### src/rtl/serial_pkg.sv
// Shared definitions for the 8N1 serial link (transmitter and receiver).
// Bit timing is derived once here so both ends agree on the baud rate.
package serial_pkg;
  localparam int SERIAL_CLK_HZ = 50_000_000;
  localparam int SERIAL_BAUD   = 10_000;
  localparam int CLKS_PER_BIT  = SERIAL_CLK_HZ / SERIAL_BAUD;

  typedef enum logic [2:0] {
    IDLE,
    START,
    DATA,
    STOP,
    BREAK
  } rcv_state_t;
endpackage

### src/rtl/rcv_sync.sv
// Two-flop synchroniser for an asynchronous, idle-high input pin.
// Latency 2 clocks; both flops reset to 1 so a reset never looks like a start edge.
module rcv_sync (
  input  logic clk,
  input  logic reset_n,
  input  logic d,
  output logic q
);
  logic meta;

  always_ff @(posedge clk) begin
    if (!reset_n) begin
      meta <= 1'b1;
      q    <= 1'b1;
    end else begin
      meta <= d;
      q    <= meta;
    end
  end
endmodule

### src/rtl/rcv.sv
// 8N1 serial receiver into a one-byte holding register with sticky framing/overrun flags.
// full rises one clock after the stop-bit centre; no line back-pressure, a byte arriving while full is dropped.
module rcv #(
  parameter int CLKS_PER_BIT = serial_pkg::CLKS_PER_BIT,
  parameter int HALF_BIT     = CLKS_PER_BIT / 2
) (
  input  logic       clk,
  input  logic       reset_n,
  input  logic       rxd,
  input  logic       read,
  input  logic       err_clr,
  output logic [7:0] data_out,
  output logic       full,
  output logic       framing_err,
  output logic       overrun
);
  import serial_pkg::*;

  localparam logic [31:0] HALF_M1 = 32'(HALF_BIT - 1);
  localparam logic [31:0] FULL_M1 = 32'(CLKS_PER_BIT - 1);

  rcv_state_t  state, state_nxt;
  logic [31:0] cnt, cnt_nxt;
  logic [2:0]  idx, idx_nxt;
  logic [7:0]  sh, sh_nxt;
  logic        rxd_s;
  logic        deliver, frame_bad;

  rcv_sync u_sync (
    .clk     (clk),
    .reset_n (reset_n),
    .d       (rxd),
    .q       (rxd_s)
  );

  always_comb begin
    state_nxt = state;
    cnt_nxt   = cnt;
    idx_nxt   = idx;
    sh_nxt    = sh;
    deliver   = 1'b0;
    frame_bad = 1'b0;
    case (state)
      IDLE: begin
        if (!rxd_s) begin
          state_nxt = START;
          cnt_nxt   = HALF_M1;
        end
      end
      START: begin
        if (cnt == '0) begin
          // A start bit that is gone by its centre was noise.
          if (rxd_s) begin
            state_nxt = IDLE;
          end else begin
            state_nxt = DATA;
            idx_nxt   = 3'd0;
            cnt_nxt   = FULL_M1;
          end
        end else begin
          cnt_nxt = cnt - 32'd1;
        end
      end
      DATA: begin
        if (cnt == '0) begin
          sh_nxt  = {rxd_s, sh[7:1]};
          cnt_nxt = FULL_M1;
          if (idx == 3'd7) state_nxt = STOP;
          else             idx_nxt   = idx + 3'd1;
        end else begin
          cnt_nxt = cnt - 32'd1;
        end
      end
      STOP: begin
        if (cnt == '0) begin
          if (rxd_s) begin
            deliver   = 1'b1;
            state_nxt = IDLE;
          end else begin
            frame_bad = 1'b1;
            state_nxt = BREAK;
          end
        end else begin
          cnt_nxt = cnt - 32'd1;
        end
      end
      BREAK: begin
        // Hold off until the line returns high so a stuck-low line yields one event.
        if (rxd_s) state_nxt = IDLE;
      end
      default: state_nxt = IDLE;
    endcase
  end

  always_ff @(posedge clk) begin
    if (!reset_n) begin
      state       <= IDLE;
      cnt         <= '0;
      idx         <= '0;
      sh          <= '0;
      data_out    <= '0;
      full        <= 1'b0;
      framing_err <= 1'b0;
      overrun     <= 1'b0;
    end else begin
      state <= state_nxt;
      cnt   <= cnt_nxt;
      idx   <= idx_nxt;
      sh    <= sh_nxt;
      if (deliver && (!full || read)) begin
        data_out <= sh;
        full     <= 1'b1;
      end else if (read) begin
        full <= 1'b0;
      end
      framing_err <= (framing_err & ~err_clr) | frame_bad;
      overrun     <= (overrun & ~err_clr) | (deliver & full & ~read);
    end
  end
endmodule

### config.mk
export PLATFORM = sky130hd
export DESIGN_NAME = rcv
export DESIGN_NICKNAME = d
export VERILOG_FILES = /design/src/rtl/serial_pkg.sv /design/src/rtl/rcv_sync.sv /design/src/rtl/rcv.sv
export SDC_FILE = /design/constraint.sdc
export NUM_CORES = 1
export LEC_CHECK = 0
export BUFFER_PORTS_ARGS = -buffer_cell sky130_fd_sc_hd__buf_2
export CORE_ASPECT_RATIO = 0.5
export CORE_MARGIN = 2
export CORE_UTILIZATION = 55
export CTS_CLUSTER_DIAMETER = 200
export DETAILED_ROUTE_END_ITERATION = 7
export PLACE_DENSITY = 0.74
export SETUP_SLACK_MARGIN = 0.4
export SLEW_MARGIN = 5
export SYNTH_ARGS = -nofsm -noshare
export SYNTH_HDL_FRONTEND = slang
export SYNTH_HIERARCHICAL = 1
export SYNTH_SLANG_ARGS = --single-unit
### constraint.sdc
create_clock -name clk -period 3.25 [get_ports clk]
set_clock_uncertainty 0.15 [all_clocks]
set_input_delay 0.325 -clock clk [delete_from_list [all_inputs] [get_ports clk]]
set_output_delay 0.325 -clock clk [all_outputs]
set_load 0.005 [all_outputs]
### Yosys cells after proc, flatten, opt, wreduce, memory -nomap -nowiden

Index checks and enable logic that the tools add are counted.

* register bits: 59

* add/sub/neg operators: 2
* mux-type cells: 28
* eq/ne operators: 15
* bitwise logic cells: 8
* reductions and logical operators: 12

Operators with widths (number)
* $mux 32: 5
* $pmux 32 s4: 1
* $mux 3: 11
* $logic_not 32->1: 1
* $sub 32x1->32 const B: 1
* $ne 2x2->1 const B: 8
* $pmux 3 s5: 1
* $mux 1: 8
* $eq 3x2->1 const B: 2
* $eq 3x3->1 const B: 2
* $pmux 3 s2: 1
* $reduce_and 6->1: 1
* $reduce_and 5->1: 1
* $and 1x1->1: 4
* $reduce_and 4->1: 1
* $reduce_bool 2->1: 2
* $reduce_bool 4->1: 1
* $add 3x1->3 const B: 1
* $eq 3x1->1 const B: 1
* $logic_not 3->1: 1
* $ne 3x3->1 const B: 1
* $mux 2: 1
* $ne 2x1->1 const B: 1
* $not 1->1: 2
* other kinds (5): 6

### Longest topological paths before layout

Gate-level depths: netlist of the first run.

* depth after elaboration: 6
* gate-level depth with buffers: 9
* depth with buffers taken out: 8

### By module

The synthesis of the first run kept the hierarchy.

Modules (own cells, without submodules)
* rcv: area each 2945.3 µm², cells each 362, instances 1
* rcv_sync: area each 52.6 µm², cells each 4, instances 1

### Least setup slack after synthesis of the first run

OpenSTA, ideal clock, no wires.

* kind: register to register
* from: reg cnt[2]
* to: reg cnt[11]
* setup slack: 0.903 ns
* period minus slack after synthesis: 2.347 ns
* arrival: 2.079 ns
* stages on the path, launching flop included: 7
* cells stage by stage: dfxtp_1 -> nor4_4 -> o211ai_1 -> or4_4 -> and2_4 -> buf_6 -> o221a_1

* word-level cells in the longest chain between the ends: 3
* elaborated cells between the ends (all ways): 9

Ends and longest elaborated chain
* start, declared: line rcv.sv:23 `logic [31:0] cnt, cnt_nxt;`
* start signal, assigned: line rcv.sv:107 `cnt <= cnt_nxt;`
* $sub 32x1->32 / $logic_not 32->1 (equally long branches)
* $mux 32, or another cell as far along: line rcv.sv:75 `if (cnt == '0) begin`
* $pmux 32 s4 / $reduce_and 4->1 (equally long branches)

Several ways; a longest one is shown, not always the timed one. The select of a mux whose other input is x is not followed.
A chain may end at the register's enable or synchronous reset.

### Final worst setup path of the first run

* from: reg cnt[14]
* to: reg idx[0]

* word-level cells in the longest chain between the ends: 3
* elaborated cells between the ends (all ways): 4

Ends and longest elaborated chain
* $logic_not 32->1 (*): line rcv.sv:51, rcv.sv:65
* $ne 2x2->1 (no source line)
* $reduce_and 5->1 (no source line) (*)
* end signal, assigned: line rcv.sv:108 `idx <= idx_nxt;`
* end, declared: line rcv.sv:24 `logic [2:0] idx, idx_nxt;`

Every way passes the cells marked *; elsewhere a longest branch is shown, timed or not.

==> results of run 1 <==
[Yosys cell counts, types with 4 or more instances]
cell type   n  area share (%)
a211oi_1    5             1.3
a21oi_1    36             6.0
clkbuf_1    6            0.75
dfxtp_1    59              39
ha_1        4             1.7
inv_1       8             1.0
mux2i_1     8             2.7
nand2_1    54             6.8
nand2b_1    7             1.5
nand3_1    10             1.7
nand4_1     6             1.3
nor2_1     29             3.6
nor2b_1     4            0.83
nor3_1     19             3.2
nor4_1      6             1.3
nor4_4      5             3.5
o21ai_0    29             4.8
or2_2       4            0.83
or3_1       6             1.3
xnor2_1     4             1.2
[layer usage]
| layer | wire length [um] | share of wire [%] |
|---|---|---|
| met1 | 3350 | 44 |
| met2 | 3480 | 46 |
| met3 | 708 | 9.3 |
| met4 | 109 | 1.4 |
| met5 | 0 | 0 |
[repair_timing]
item / CTS / global route
hold endpoints to repair: 0 / 0
resized for setup: 0 / 1
setup endpoints to repair: 0 / 1
setup buffers: 0 / 2
[logic make-up (layout without fill, tap and decap cells)]
family	count (synthesis)	after routing	share of synthesized area (%)
and+or+nand+nor	173	173	31.8
AOI/OAI and AO/OA	96	96	19.9
DFF	59	59	39.4
buffers and inverters	22	48	3.38
muxes	8	8	2.67
adders and majority gates	4	4	1.67
xor gates and xnor gates	4	4	1.17
[cell type report]
cell class,instances,area share [%]
Clock buffer,9,3.66
Clock inverter,7,2.99
Inverter,8,0.886
Multi-Input combinational cell,285,50.8
Sequential cell,59,34.9
Tap cell,70,2.58
Timing Repair Buffer,24,4.21
[state kept, by name, summed over array words and instances (netlist names)]
signal,count
data_out,8
full,1
sh,8
framing_err,1
idx,3
u_sync/q,1
overrun,1
state,3
u_sync/meta,1
cnt,32
[worst register-to-register path: cells and delay by family (launching register included)]
kind / cells / cell delay [ns]
compound gates: 1 / 0.17
flops: 1 / 0.35
simple gates: 5 / 1.96
[where the power goes]
part           leakage, nW  switching, mW  internal [mW]
clock network        0.106          0.320          0.436
registers            0.477         0.0491          0.758
logic                0.736          0.487          0.269
total                 1.32          0.856           1.46
[final timing paths]
| check | slack [ns] | cells past startpoint | start | endpoint |
|---|---|---|---|---|
| setup / recovery | 0.55 | 6 | cnt[14]$_SDFFE_PN0P_ | idx[0]$_SDFFE_PN0P_ |
| hold / removal | 0.01 | 2 | rxd | u_sync/meta$_SDFF_PN1_ |
| setup reg to reg | 0.55 | 6 | cnt[14]$_SDFFE_PN0P_ | idx[0]$_SDFFE_PN0P_ |
| hold reg to reg | 0.30 | 1 | u_sync/meta$_SDFF_PN1_ | u_sync/q$_SDFF_PN1_ |
==> results.toml, run 1 <==
[critical_path]
crit_arrival_ns = 2.83
path_max_fanout = 10
end_kind = "flop"
cp_cell_sequence = "nor4_1 -> nand2_1 -> nor4_4 -> nand3_1 -> or3b_1 -> a21oi_1"
worstSetupPathType = "flop to flop"
crit_family = "simple AND/OR/NAND/NOR gates"
slowest_delay_ns = 0.54
worst_setup_path_start_kind = "flop"
critPathBufInv = 0
crit_required_ns = 3.38
critPathSlowestCell = "nor4_4"

[timing]
setup_ws_ns = 0.551
rsz0062_at_grt = "false"
finalSetupViolCount = 0
hold_viol = 0
hold_slack_ns = 0.00977
final.period_utilization_pct = 83.0
fin_setup_tns_ns = 0
slew_violations = 0
fmax_mhz = 371
worstMarginPinSlew_ns = 0.850
min_period_ns = 2.70
slew_headroom_pct = 43.1

[die]
num_rows = 18
die_area_sq_um = 6090
fp.coreArea_sq_um = 5090
initial_core_util_pct = 58.9
die_w_um = 108
die_h_um = 56.2
io_pins = 16

[cells_and_area]
ff_latch_area_sq_um = 1180
fin_nets = 396
num_antenna_cells = 0
multi_input_area_sq_um = 1720
final_common_cell = "dfxtp_1"
drive_above_1_share_pct = 14.8
nFillCells = 431
final_cell_area_sq_um = 3390
syn_to_final_growth_pct = 13.0
fin_util_pct = 66.6
most-common-layout-cells = "dfxtp_1 (59), nand2_1 (54), a21oi_1 (36)"
layoutNonFillerInstCount = 462

[detailed_routing]
ant_nets = 0
route.vias.total = 2867
avgViaCountPerCell = 6.21
drt-pass1-iter-count = 5
drt_iter0_markers = 202
drc_errors = 0
wl_um = 7650
avgRoutedWirePerCell_um = 16.6

[placement]
place.gp.congestion = 0.920
io_buffers = 15
placed_cells = 444
postPlaceCellArea_sq_um = 3140
dp_hpwl_um = 5340
place_ws_ns = 0.524

[clock_network]
hold_buffers = 0
cts_tree = "yes"
cts_buffers = 9
cts.clk_slew.worst_paths_ns = 0.07
insertion_delay_ns = 0.35
htreeDepth = 3
clock-sinks = 59
root_buffer = "clkbuf_8"
clockBufferDepth = 2

[logic_synthesis]
yosys_warnings = 6
synth_flop_cell = "dfxtp_1"
seq_area_frac_synth_pct = 39.4
synth_cell_types = 56
avgSynthCellArea_sq_um = 8.19
syn_nets = 375
synthCells = 366
ys_ff_latch = 59
synth_area_sq_um = 3000
synth_edf_count = 0
postSynth.asyncResetShare_pct = 0

[grt]
overflow = 0
grt_usage_pct = 27.0
grt-busiest-layer = "met2"
antenna_found_initial = 0
use_met3_pct = 9.25
grt_pass1_vias = 2682
grt_max_degree = 35
grt_first_pass_wirelength_um = 12700
grtUsageMet1_pct = 35.0
met2_usage_pct = 42.1

[power_and_ir_drop]
power_density_nw_per_um2 = 684
vdd_drop_max_mv = 0.355
p_leak_nw = 1.32
p_total_mw = 2.32

[flow_run]
max-cap-violations = 0

[run_status]
status = "completed"

[worst_hold_path]
hold_class = "input port to flop"
Power figures use the tool's default switching activity.
==> inputs of run 2 (changes only) <==
- clock period: 3.25 -> 2.56 ns (I/O delays scaled with it)
==> run 2 against run 1 <==
First-iteration DRC count increased by 68%. Register-to-register slack got worse by 0.27 ns. Largest cell class unchanged. Fmax increased by 19%. Sequential share of layout area decreased by 3.7 points.
==> results.toml, run 2 (synthesis results as in run 1) <==
[critical_path]
crit_path_start = "cnt[1]$_SDFFE_PN0P_"
end_kind = "flop"
worstSetupPathType = "flop to flop"
r2r_end = "cnt[7]$_SDFFE_PN0P_"
ff2ff_path_depth = 10
rr_startpoint = "cnt[1]$_SDFFE_PN0P_"
crit_arrival_ns = 2.41
path_max_fanout = 4
crit_required_ns = 2.69
ff2ff_setup_slack_ns = 0.28
crit_end = "cnt[7]$_SDFFE_PN0P_"
worst_setup_path_start_kind = "flop"

[detailed_routing]
drt-pass1-iter-count = 5
drt_iter0_markers = 339
wl_um = 9170
ant_nets = 0
route.vias.total = 3189
avgViaCountPerCell = 6.37
drc_errors = 0
avgRoutedWirePerCell_um = 18.3

[die]
die_h_um = 56.2
num_rows = 18
die_area_sq_um = 6090
io_pins = 16
die_w_um = 108
initial_core_util_pct = 58.9
fp.coreArea_sq_um = 5090

[timing]
worstMarginPinSlew_ns = 0.909
fin_setup_tns_ns = 0
hold_viol = 0
slew_headroom_pct = 38.7
finalSetupViolCount = 0
fmax_mhz = 439
min_period_ns = 2.28
final.period_utilization_pct = 88.9
setup_ws_ns = 0.284
slew_violations = 0
rsz0062_at_grt = "true"

[cells_and_area]
layoutNonFillerInstCount = 501
fin_nets = 436
num_antenna_cells = 0
largest_reg_flops = 32
ff_latch_area_sq_um = 1200
multi_input_area_sq_um = 1900
final_common_cell = "nand2_1"
most-common-layout-cells = "nand2_1 (50), dfxtp_1 (48), buf_4 (39)"
drive_above_1_share_pct = 31.8
largest_register = "cnt"
top_regs = "cnt x32, data_out x8, sh x8"
syn_to_final_growth_pct = 28.9
nFillCells = 369

[grt]
grt_first_pass_wirelength_um = 14600
grt_max_degree = 32
antenna_found_initial = 0
grt_pass1_vias = 3050
grt_usage_pct = 31.1
overflow = 0

[clock_network]
cts_tree = "yes"
htreeDepth = 3
clockBufferDepth = 2
insertion_delay_ns = 0.36
cts.clk_slew.worst_paths_ns = 0.07
clock-sinks = 59
root_buffer = "clkbuf_8"
cts_buffers = 9

[placement]
placed_cells = 463
io_buffers = 15
place.gp.congestion = 0.951
dp_hpwl_um = 5690
place_ws_ns = 0.127

[flow_run]
max-cap-violations = 0

[power_and_ir_drop]
vdd_drop_max_mv = 0.546
p_total_mw = 3.18
power_density_nw_per_um2 = 823
p_leak_nw = 1.56

[worst_hold_path]
hold_class = "input port to flop"

[run_status]
status = "completed"
run 2: changes by cell type in the layout (fill, tap and decap cells not counted), sizes merged:
cell,change
buf,+39
clkinvlp,-1
clkbuf,+1
inv,-1
clkinv,+2
bufinv,-2
dlygate4sd3,+1
run 2: metal layers:
layer	share of wire [%]	vias up	wire [um]	GRT usage [%]
met5	0	-	0	0
met1	41	1511	3780	38.5
met2	46	175	4220	48.2
met4	2.9	0	265	13.2
li1	-	1464	-	-
met3	9.9	39	908	12.1
run 2: through the flow:
stage               util (%)  area [sq um]  hold slack [ns]
floorplan                  -          3030            0.179
global placement        65.1          3310            0.250
detailed placement      65.1          3310            0.242
CTS                     72.8          3700           0.0340
global route            75.9          3860           0.0668
finish                  75.9          3860           0.0563
run 2: area by class of cell:
cell class | instances | share of cell area (%)
multi-input combinational | 285 | 49.2
inverter | 8 | 0.906
clock inverter | 5 | 0.809
tap | 70 | 2.27
clock buffer | 10 | 3.30
timing repair buffer | 64 | 12.4
sequential | 59 | 31.1
run 2: what timing repair did:
item	in CTS	in global routing
hold endpoints to repair	1	0
cloned	1	0
gates resized for setup	22	41
setup buffers	18	3
pin swaps	11	16
setup endpoints to repair	56	56
hold buffers	1	0
run 2: worst max-delay path: stages, from the launching register on:
cell     delay (ns)
dfxtp_2        0.33
inv_4          0.07
ha_4           0.14
nor4b_4        0.21
nand4_1        0.16
buf_4          0.18
nor4_4         0.17
buf_4          0.19
a21oi_2        0.09
a211o_1        0.37
a21oi_2        0.13
run 2: power breakdown:
group          switching, mW  leakage (nW)  internal [mW]
clock network          0.372        0.0819          0.341
registers             0.0709         0.482          0.966
logic                  0.808          1.00          0.624
run 2: worst min-delay path by stage:
stage / cells after the start / slack [ns] / start / to
after floorplan: 1 / 0.18 / reset_n / u_sync/meta$_SDFF_PN1_
after global placement: 1 / 0.25 / u_sync/meta$_SDFF_PN1_ / u_sync/q$_SDFF_PN1_
after detailed placement: 1 / 0.24 / u_sync/meta$_SDFF_PN1_ / u_sync/q$_SDFF_PN1_
after CTS: 3 / 0.03 / err_clr / framing_err$_SDFF_PN0_
after global routing: 3 / 0.07 / err_clr / framing_err$_SDFF_PN0_
final: 3 / 0.06 / err_clr / framing_err$_SDFF_PN0_
==> inputs of run 3 (changes only) <==
- CORE_ASPECT_RATIO: 0.5 -> 0.9
- MAX_ROUTING_LAYER: unset -> met4
==> run 3 against run 2 <==
Wire length up 16%. Critical path depth down 2. Critical path type unchanged. Hold slack worse by 0.023 ns. Register-to-register slack worse by 0.20 ns. Critical endpoint unchanged. Largest cell class unchanged. Cell count up 2.0%. Total power up 13%. Combinational power up 17%. Sequential share of layout area down 2.7 points. Die area down 0.58%. Via count up 7.7%. Sequential power about the same. Clock power up 24%.
==> results.toml, run 3 (synthesis results as in run 1) <==
[critical_path]
crit_arrival_ns = 2.60
end_kind = "flop"
worst_setup_path_start_kind = "flop"
critPathSlowestCell = "nor4_4"
worstSetupPathType = "flop to flop"
crit_family = "simple AND/OR/NAND/NOR gates"
path_max_fanout = 5
critPathBufInv = 2
crit_required_ns = 2.69
slowest_delay_ns = 0.41
cp_cell_sequence = "nor4_4 -> nand4_1 -> buf_4 -> nor4_4 -> buf_4 -> a21oi_1 -> a211o_1 -> a21oi_1"

[cells_and_area]
most-common-layout-cells = "dfxtp_1 (49), buf_4 (46), nand2_1 (38)"
syn_to_final_growth_pct = 41.2
largest_register = "cnt"
largest_reg_flops = 32
final_cell_area_sq_um = 4230
fin_nets = 448
final_common_cell = "dfxtp_1"
nFillCells = 306
top_regs = "cnt x32, data_out x8, sh x8"
drive_above_1_share_pct = 41.4
num_antenna_cells = 0

[timing]
hold_viol = 0
final.period_utilization_pct = 96.6
fin_setup_tns_ns = 0
min_period_ns = 2.47
worstMarginPinSlew_ns = 0.786
slew_headroom_pct = 47.6
finalSetupViolCount = 0
slew_violations = 0
rsz0062_at_grt = "true"
fmax_mhz = 404

[run_status]
status = "completed"

[placement]
postPlaceCellArea_sq_um = 3330
place.gp.congestion = 0.945
io_buffers = 15
dp_hpwl_um = 5510

[power_and_ir_drop]
power_frac_comb_pct = 46.7
p_seq_share_pct = 28.8
p_switching_mw = 1.44
power_density_nw_per_um2 = 849
p_total_mw = 3.60
p_leak_nw = 1.72
vdd_drop_max_mv = 0.675
clockPowerShare_pct = 24.5
p_sw_share_pct = 40.0
internal-power_mw = 2.16

[die]
die_h_um = 74.0
num_rows = 25
fp.coreArea_sq_um = 5260
io_pins = 16
initial_core_util_pct = 57.0
die_w_um = 81.8
die_area_sq_um = 6060

[flow_run]
max-cap-violations = 0

[detailed_routing]
wl_um = 10600
drt_iter0_markers = 482
avgViaCountPerCell = 6.72
avgRoutedWirePerCell_um = 20.8
drc_errors = 0
route.vias.total = 3433
drt-pass1-iter-count = 8
ant_nets = 0

[clock_network]
cts_buffers = 9
insertion_delay_ns = 0.35
clock-sinks = 59
clockBufferDepth = 2
htreeDepth = 3
cts.clk_slew.worst_paths_ns = 0.07
cts_tree = "yes"
root_buffer = "clkbuf_8"

[grt]
grt_pass1_vias = 2782
grt_usage_pct = 31.6
overflow = 0
antenna_found_initial = 0
grt_max_degree = 23
grt_first_pass_wirelength_um = 14000

[worst_hold_path]
hold_class = "input port to flop"
-- run 3: stage by stage --
step | cells | hold slack, ns | setup WS, ns | util [%]
4_1_cts | 498 | 0.0167 | 0.288 | 73.1
2_1_floorplan | 366 | 0.179 | 0.256 | -
3_3_place_gp | 459 | 0.246 | 0.216 | 63.3
3_5_place_dp | 459 | 0.251 | 0.108 | 63.3
6_report | 511 | 0.0334 | 0.0876 | 80.6
5_1_grt | 511 | 0.0400 | 0.0726 | 80.6
-- run 3: worst reg2reg max path, stage by stage (launching register included) --
cell	delay (ns)
dfxtp_1	0.36
nor4_4	0.41
nand4_1	0.25
buf_4	0.22
nor4_4	0.19
buf_4	0.20
a21oi_1	0.17
a211o_1	0.31
a21oi_1	0.13
-- run 3: layer usage --
| metal | up-vias | GRT usage, % | wire length [um] | part of all wire [%] |
|---|---|---|---|---|
| met1 | 1608 | 42.6 | 4100 | 39 |
| met3 | 89 | 9.47 | 1140 | 11 |
| met2 | 243 | 45.8 | 4730 | 44 |
| li1 | 1493 | - | - | - |
| met4 | 0 | 9.63 | 658 | 6.2 |
| met5 | - | - | 0 | 0 |
-- run 3: power by group through the flow --
stage	clock (mW)	combinational [mW]	sequential [mW]
after global placement	0	1.03	1.04
final	0.881	1.68	1.04
after CTS	0.885	1.27	1.03
after detailed placement	0	1.04	1.04
after global routing	0.918	1.74	1.04
after floorplan	0	0.700	1.03
-- run 3: final timing paths --
kind / startpoint / end / slack, ns / depth (start not counted)
setup / recovery: cnt[27]$_SDFFE_PN0P_ / cnt[7]$_SDFFE_PN0P_ / 0.09 / 8
hold / removal: err_clr / overrun$_SDFF_PN0_ / 0.03 / 3
setup reg to reg: cnt[27]$_SDFFE_PN0P_ / cnt[7]$_SDFFE_PN0P_ / 0.09 / 8
hold reg to reg: u_sync/meta$_SDFF_PN1_ / u_sync/q$_SDFF_PN1_ / 0.27 / 1
-- run 3: area by class of cell --
type | instances | area, sq um | share of cell area (%)
multi-input cells | 287 | 2110 | 49.8
flip-flops and latches | 59 | 1200 | 28.4
repair buffers | 74 | 603 | 14.2
clock buffers | 9 | 124 | 2.93
well taps | 67 | 83.8 | 1.98
clock inverters | 7 | 77.6 | 1.83
inverters | 8 | 35.0 | 0.827
-- run 3: what timing repair did --
item | CTS | global route
cloned | 2 | 1
resized for setup | 36 | 77
endpoints found under the hold margin | 1 | 0
hold buffers | 1 | 0
setup buffers | 20 | 12
pin swaps | 16 | 42
setup endpoints to repair | 56 | 56
